**config.mk**
```make
export PLATFORM = sky130hd
export DESIGN_NAME = fifo_burst_read
export DESIGN_NICKNAME = d
export VERILOG_FILES = /design/src/rtl/fifo_pkg.sv /design/src/rtl/fifo_rd_timeout.sv /design/src/rtl/fifo_burst_read.sv
export SDC_FILE = /design/constraint.sdc
export NUM_CORES = 1
export LEC_CHECK = 0
export ABC_CLOCK_PERIOD_IN_PS = 9430
export BUFFER_PORTS_ARGS = -buffer_cell sky130_fd_sc_hd__buf_2
export CAP_MARGIN = 25
export CORE_ASPECT_RATIO = 2
export CORE_MARGIN = 3
export CORE_UTILIZATION = 52
export CTS_CLUSTER_SIZE = 30
export DETAILED_ROUTE_END_ITERATION = 10
export HOLD_SLACK_MARGIN = 0.03
export PLACE_DENSITY = 0.75
export SLEW_MARGIN = 20
export SYNTH_ARGS = -nofsm -noshare
export SYNTH_HDL_FRONTEND = slang
export SYNTH_HIERARCHICAL = 1
export SYNTH_SLANG_ARGS = --single-unit
```
**constraint.sdc**
```tcl
create_clock -name clk -period 9.43 [get_ports clk]
set_clock_uncertainty 0.2 [all_clocks]
set_input_delay 0.4715 -clock clk [delete_from_list [all_inputs] [get_ports clk]]
set_output_delay 0.4715 -clock clk [all_outputs]
set_load 0.02 [all_outputs]
```
**src/rtl/fifo_pkg.sv**
```systemverilog
// rtl/fifo_pkg.sv - shared state encoding, default sizes and helpers for the FIFO burst reader
package fifo_pkg;

   localparam int DEF_DATA_W    = 8;
   localparam int DEF_MAX_WORDS = 12;
   localparam int DEF_LEN_W     = 12;

   localparam logic [1:0] IDLE = 2'd0;
   localparam logic [1:0] READ = 2'd1;
   localparam logic [1:0] DONE = 2'd2;

   typedef enum logic [1:0] {
      ST_IDLE = IDLE,
      ST_READ = READ,
      ST_DONE = DONE
   } state_t;

   // Bits needed to hold values 0..value-1; never less than one bit.
   function automatic int clog2(input int value);
      int r;
      r = 1;
      for (int i = 1; i < 31; i++) begin
         if ((32'd1 << i) < value) r = i + 1;
      end
      return r;
   endfunction

endpackage

```
**src/rtl/fifo_rd_timeout.sv**
```systemverilog
// rtl/fifo_rd_timeout.sv - consecutive empty-cycle counter that aborts a stalled burst
// Instantiated by fifo_burst_read only when FIFO_BURST_TIMEOUT_EN is defined.
module fifo_rd_timeout
   import fifo_pkg::*;
#(
   parameter int TIMEOUT = 1024
) (
   input  logic clk,
   input  logic rst,
   input  logic run,
   output logic hit
);

   localparam int CNT_W = clog2(TIMEOUT + 1);

   logic [CNT_W-1:0] cnt_q, cnt_d;

   // Fires on the cycle that would make the count reach TIMEOUT.
   assign hit = run && (cnt_q == CNT_W'(TIMEOUT - 1));

   always_comb begin
      cnt_d = cnt_q;
      if (!run || hit) cnt_d = '0;
      else             cnt_d = cnt_q + CNT_W'(1);
   end

   always_ff @(posedge clk) begin
      if (rst) cnt_q <= '0;
      else     cnt_q <= cnt_d;
   end

endmodule

```
**src/rtl/fifo_burst_read.sv**
```systemverilog
// rtl/fifo_burst_read.sv - pops a runtime-length burst from a standard FIFO and packs it MSB-first
// Optional empty-cycle abort is built in when FIFO_BURST_TIMEOUT_EN is defined.
module fifo_burst_read
   import fifo_pkg::*;
#(
   parameter int DATA_W    = DEF_DATA_W,
   parameter int MAX_WORDS = DEF_MAX_WORDS,
   parameter int LEN_W     = DEF_LEN_W,
   parameter int TIMEOUT   = 1024
) (
   input  logic                        clk,
   input  logic                        rst,
   input  logic                        fs,
   output logic                        fd,
   output logic                        err,
   input  logic [LEN_W-1:0]            data_len,
   input  logic                        fifo_empty,
   output logic                        fifo_rxen,
   input  logic [DATA_W-1:0]           fifo_rxd,
   output logic [MAX_WORDS*DATA_W-1:0] res,
   output logic [LEN_W-1:0]            rd_cnt
);

   localparam int               RES_W   = MAX_WORDS * DATA_W;
   localparam logic [LEN_W-1:0] MAX_LEN = LEN_W'(MAX_WORDS);

   state_t           state_q, state_d;
   logic [LEN_W-1:0] len_q, len_d;
   logic [LEN_W-1:0] issued_q, issued_d;
   logic [LEN_W-1:0] rd_cnt_q, rd_cnt_d;
   logic [LEN_W-1:0] rd_cnt_inc;
   logic             len_err_q, len_err_d;
   logic             err_q, err_d;
   logic             cap_q, cap_d;
   logic [RES_W-1:0] shadow_q, shadow_d, shadow_wr;
   logic [RES_W-1:0] res_q, res_d;
   logic             rxen;
   logic             timeout_hit;

   assign rxen       = (state_q == ST_READ) && !fifo_empty && (issued_q < len_q);
   assign rd_cnt_inc = rd_cnt_q + LEN_W'(1);

`ifdef FIFO_BURST_TIMEOUT_EN
   logic tmo_run;
   assign tmo_run = (state_q == ST_READ) && fifo_empty && (issued_q < len_q);

   fifo_rd_timeout #(
      .TIMEOUT(TIMEOUT)
   ) u_timeout (
      .clk (clk),
      .rst (rst),
      .run (tmo_run),
      .hit (timeout_hit)
   );
`else
   localparam int unused_timeout = TIMEOUT;
   assign timeout_hit = 1'b0;
`endif

   always_comb begin
      shadow_wr = shadow_q;
      for (int w = 0; w < MAX_WORDS; w++) begin
         if (rd_cnt_q == LEN_W'(w)) shadow_wr[(MAX_WORDS-w)*DATA_W-1 -: DATA_W] = fifo_rxd;
      end
   end

   always_comb begin
      state_d   = state_q;
      len_d     = len_q;
      issued_d  = issued_q;
      rd_cnt_d  = rd_cnt_q;
      len_err_d = len_err_q;
      err_d     = err_q;
      shadow_d  = shadow_q;
      res_d     = res_q;
      cap_d     = rxen;

      case (state_q)
         ST_IDLE: begin
            if (fs) begin
               len_err_d = (data_len > MAX_LEN);
               len_d     = (data_len > MAX_LEN) ? MAX_LEN : data_len;
               issued_d  = '0;
               rd_cnt_d  = '0;
               shadow_d  = '0;
               if (data_len == '0) begin
                  state_d = ST_DONE;
                  res_d   = '0;
                  err_d   = 1'b0;
               end else begin
                  state_d = ST_READ;
               end
            end
         end
         ST_READ: begin
            if (rxen) issued_d = issued_q + LEN_W'(1);
            if (cap_q) begin
               shadow_d = shadow_wr;
               rd_cnt_d = rd_cnt_inc;
            end
            // res only ever sees a complete burst, or the partial one on abort.
            if ((cap_q && (rd_cnt_inc == len_q)) || timeout_hit) begin
               state_d = ST_DONE;
               res_d   = cap_q ? shadow_wr : shadow_q;
               err_d   = len_err_q || timeout_hit;
            end
         end
         ST_DONE: begin
            if (!fs) begin
               state_d   = ST_IDLE;
               err_d     = 1'b0;
               len_err_d = 1'b0;
            end
         end
         default: state_d = ST_IDLE;
      endcase
   end

   always_ff @(posedge clk) begin
      if (rst) begin
         state_q   <= ST_IDLE;
         len_q     <= '0;
         issued_q  <= '0;
         rd_cnt_q  <= '0;
         len_err_q <= 1'b0;
         err_q     <= 1'b0;
         cap_q     <= 1'b0;
         shadow_q  <= '0;
         res_q     <= '0;
      end else begin
         state_q   <= state_d;
         len_q     <= len_d;
         issued_q  <= issued_d;
         rd_cnt_q  <= rd_cnt_d;
         len_err_q <= len_err_d;
         err_q     <= err_d;
         cap_q     <= cap_d;
         shadow_q  <= shadow_d;
         res_q     <= res_d;
      end
   end

   assign fd        = (state_q == ST_DONE);
   assign err       = err_q;
   assign fifo_rxen = rxen;
   assign res       = res_q;
   assign rd_cnt    = rd_cnt_q;

endmodule

```
==> qor.yml <==
grt_overflow: 0
die_h_um: 204
switching_share: 0.246
yosysTopAreaCell: "dfxtp_1"
drtIter0Drc: 553
crit_fanout: 62
fin_crit_sh: 0.429
crit_arrival_ps: 4210
hpwl_mm: 17.7
core-area_mm2: 0.0190
clockRootBuffer: "clkbuf_16"
syn_area_per_cell_um2: 9.52
cts_made_buffers: 20
synth_edf_count: 0
fp.dieW_um: 105
combPwrFrac: 0.058
vias: 8515
cts.clk_slew.worst_paths_ps: 70
grt_pass1_wl_mm: 43.2
r2r_cells: 10
r2r_slack_ps: 5390
place_inst: 1387
antenna_found_initial: 0
p_switching_mw: 0.477
cellPowerDensity_mw_per_mm2: 167
postSynthCellCount: 1072
synthesis.area_mm2: 0.0102
cts_tree: "done"
synth_common_cells: "233 x dfxtp_1, 105 x nor2_1, 97 x mux2i_1"
synth.ff_latch_count: 233
antenna_cells: 0
pwr-share-seq: 0.511
maxCapViolCount: 0
max_freq_mhz: 247
grt_pass1_vias: 8303
initial_core_util: 0.537
drive_gt1_frac: 0.198
crit_path_start: "rd_cnt[0]$_SDFFE_PP0P_"
ir_worst_vdd_v: 0.000128
post_cts_resized: 0
gp_congestion: 1.01
hold_end: "len_q[0]$_SDFFE_PP0P_"
p_leak_nw: 4.58
synth_flop_cell: "dfxtp_1"
r2r-start: "rd_cnt[0]$_SDFFE_PP0P_"
synthDistinctLibCells: 56
hold_viol_final: 0
die-area_mm2: 0.0214
pin_count: 135
synthArstFlopShare: 0
clock_latency_ps: 500
slew_headroom: 0.316
worstPathRequired_ps: 9600
fin_cells: 1424
h-tree-depth: 1
synth_top_area_share: 0.457
period_needed_ps: 4040
globalRouteTotalUtil: 0.246
clock_path_buffers: 3
via_per_inst: 5.98
drcViolationCount: 0
setup_viol: 0
first_pass_iters: 5
critical_path_class: "reg2reg"
ys_seq_area_frac: 0.457
cts_setup_buffers: 0
ant_nets: 0
status: "finished clean"
drv_slew: 0
worstSetupStartpointType: "flop"
yosysWarnings: 6
yosysMostFrequentCell: "dfxtp_1"
synth_area_leaders: "dfxtp_1 46%, mux2i_1 9.5%, o2bb2ai_2 5.9%, o2bb2ai_1 4.8%, nor2_1 3.9%"
postCtsHoldBufs: 0
end_kind: "flop"
tightest_slew_ps: 1030
fp-row-count: 71
wl_per_cell_um: 18.9
grt_max_degree: 94
cts.sinks: 233
hold_depth: 3
wl_mm: 26.9
final.setup.tns_ps: 0
r2r-end: "res[5]$_SDFFE_PP0P_"
area_growth_pct: 13.7
clock_power_share: 0.431
rsz0062_at_grt: "no"
synth_fp_nets: 1112
port_buffers: 134
p_int_mw: 1.46
hp-start: "data_len[0]"
final_nets: 1195
hold_path.class: "in2reg"
## registers in the layout, indices dropped and copies added (netlist names)
name	count
err	1
rd_cnt	12
res	96
shadow_q	96
cap_q	1
len_q	12
issued_q	12
len_err_q	1
state_q	2
## per-layer routing
metal  vias up  part of all wire  global-route usage
met3        94             0.051              0.0300
met2       289              0.52               0.443
li1       4038                 -                   -
met5         -                 0                   0
met1      4094              0.38               0.279
met4         0             0.055               0.135
## critical path: stages, from the launching register on
cell and delay, ps:
dfxtp_1 530, inv_1 130, ha_1 350, xor2_1 150, a2111o_1 400, a2111oi_0 410, nand3_1 190, nor4_1 580
a21oi_4 230, buf_4 410, o2bb2ai_1 240
## cells in the final DEF (no fill, tap or decap), drive strengths merged, types with 4 or more instances in the layout
master,n
clkinv,5
dfxtp,233
xnor2,17
o2bb2ai,96
ha,16
or3,7
buf,146
nand2b,8
nor4,12
a211oi,7
nor3,12
a22oi,51
inv,30
nand2,92
xor2,4
a21oi,74
o21ai,13
nand3,69
mux2i,97
clkbuf,24
nor2,105
and3,4
and2,6
## power groups by stage
| stage | sequential [mW] | combinational [mW] | clock, mW |
|---|---|---|---|
| 3_3_place_gp | 1.01 | 0.108 | 0 |
| 2_1_floorplan | 1.01 | 0.0727 | 0 |
| 5_1_grt | 0.989 | 0.121 | 0.885 |
| 3_5_place_dp | 1.01 | 0.108 | 0 |
| 4_1_cts | 0.989 | 0.108 | 0.846 |
| 6_report | 0.989 | 0.112 | 0.835 |
## worst max-delay path by stage
stage | endpoint | slack (ps) | cells after the start
floorplan | res[85]$_SDFFE_PP0P_ | 6050 | 12
global route | res[8]$_SDFFE_PP0P_ | 5090 | 10
detailed placement | res[5]$_SDFFE_PP0P_ | 5220 | 10
CTS | res[5]$_SDFFE_PP0P_ | 5200 | 10
finish | res[5]$_SDFFE_PP0P_ | 5390 | 10
global placement | res[87]$_SDFFE_PP0P_ | 5410 | 10
## stage by stage
stage	power (mW)	instance area [um^2]	hold WS, ps	util	setup slack, ps
2_1_floorplan	1.08	10200	247	-	6050
5_1_grt	2.00	11600	49.5	0.610	5090
3_5_place_dp	1.12	10900	246	0.574	5220
3_3_place_gp	1.12	10900	243	0.573	5410
4_1_cts	1.94	11600	31.3	0.609	5200
6_report	1.94	11600	34.7	0.610	5390
## cells by family after synthesis
| logic type | after synthesis | share of synthesized area |
|---|---|---|
| flops | 233 | 0.457 |
| simple gates | 331 | 0.147 |
| buf+inv | 111 | 0.0515 |
| xor+xnor | 21 | 0.0180 |
| fa+ha+maj | 16 | 0.0196 |
| compound gates | 262 | 0.210 |
| mux | 98 | 0.0962 |
## area by class of cell
cell class / count / area, um^2
fill: 1710 / 7410
inverter: 26 / 97.6
clock inverter: 12 / 109
multi-input combinational: 728 / 5060
sequential: 233 / 4660
clock buffer: 24 / 547
tap: 255 / 319
timing repair buffer: 146 / 803
(Power assumes the default switching activity.)
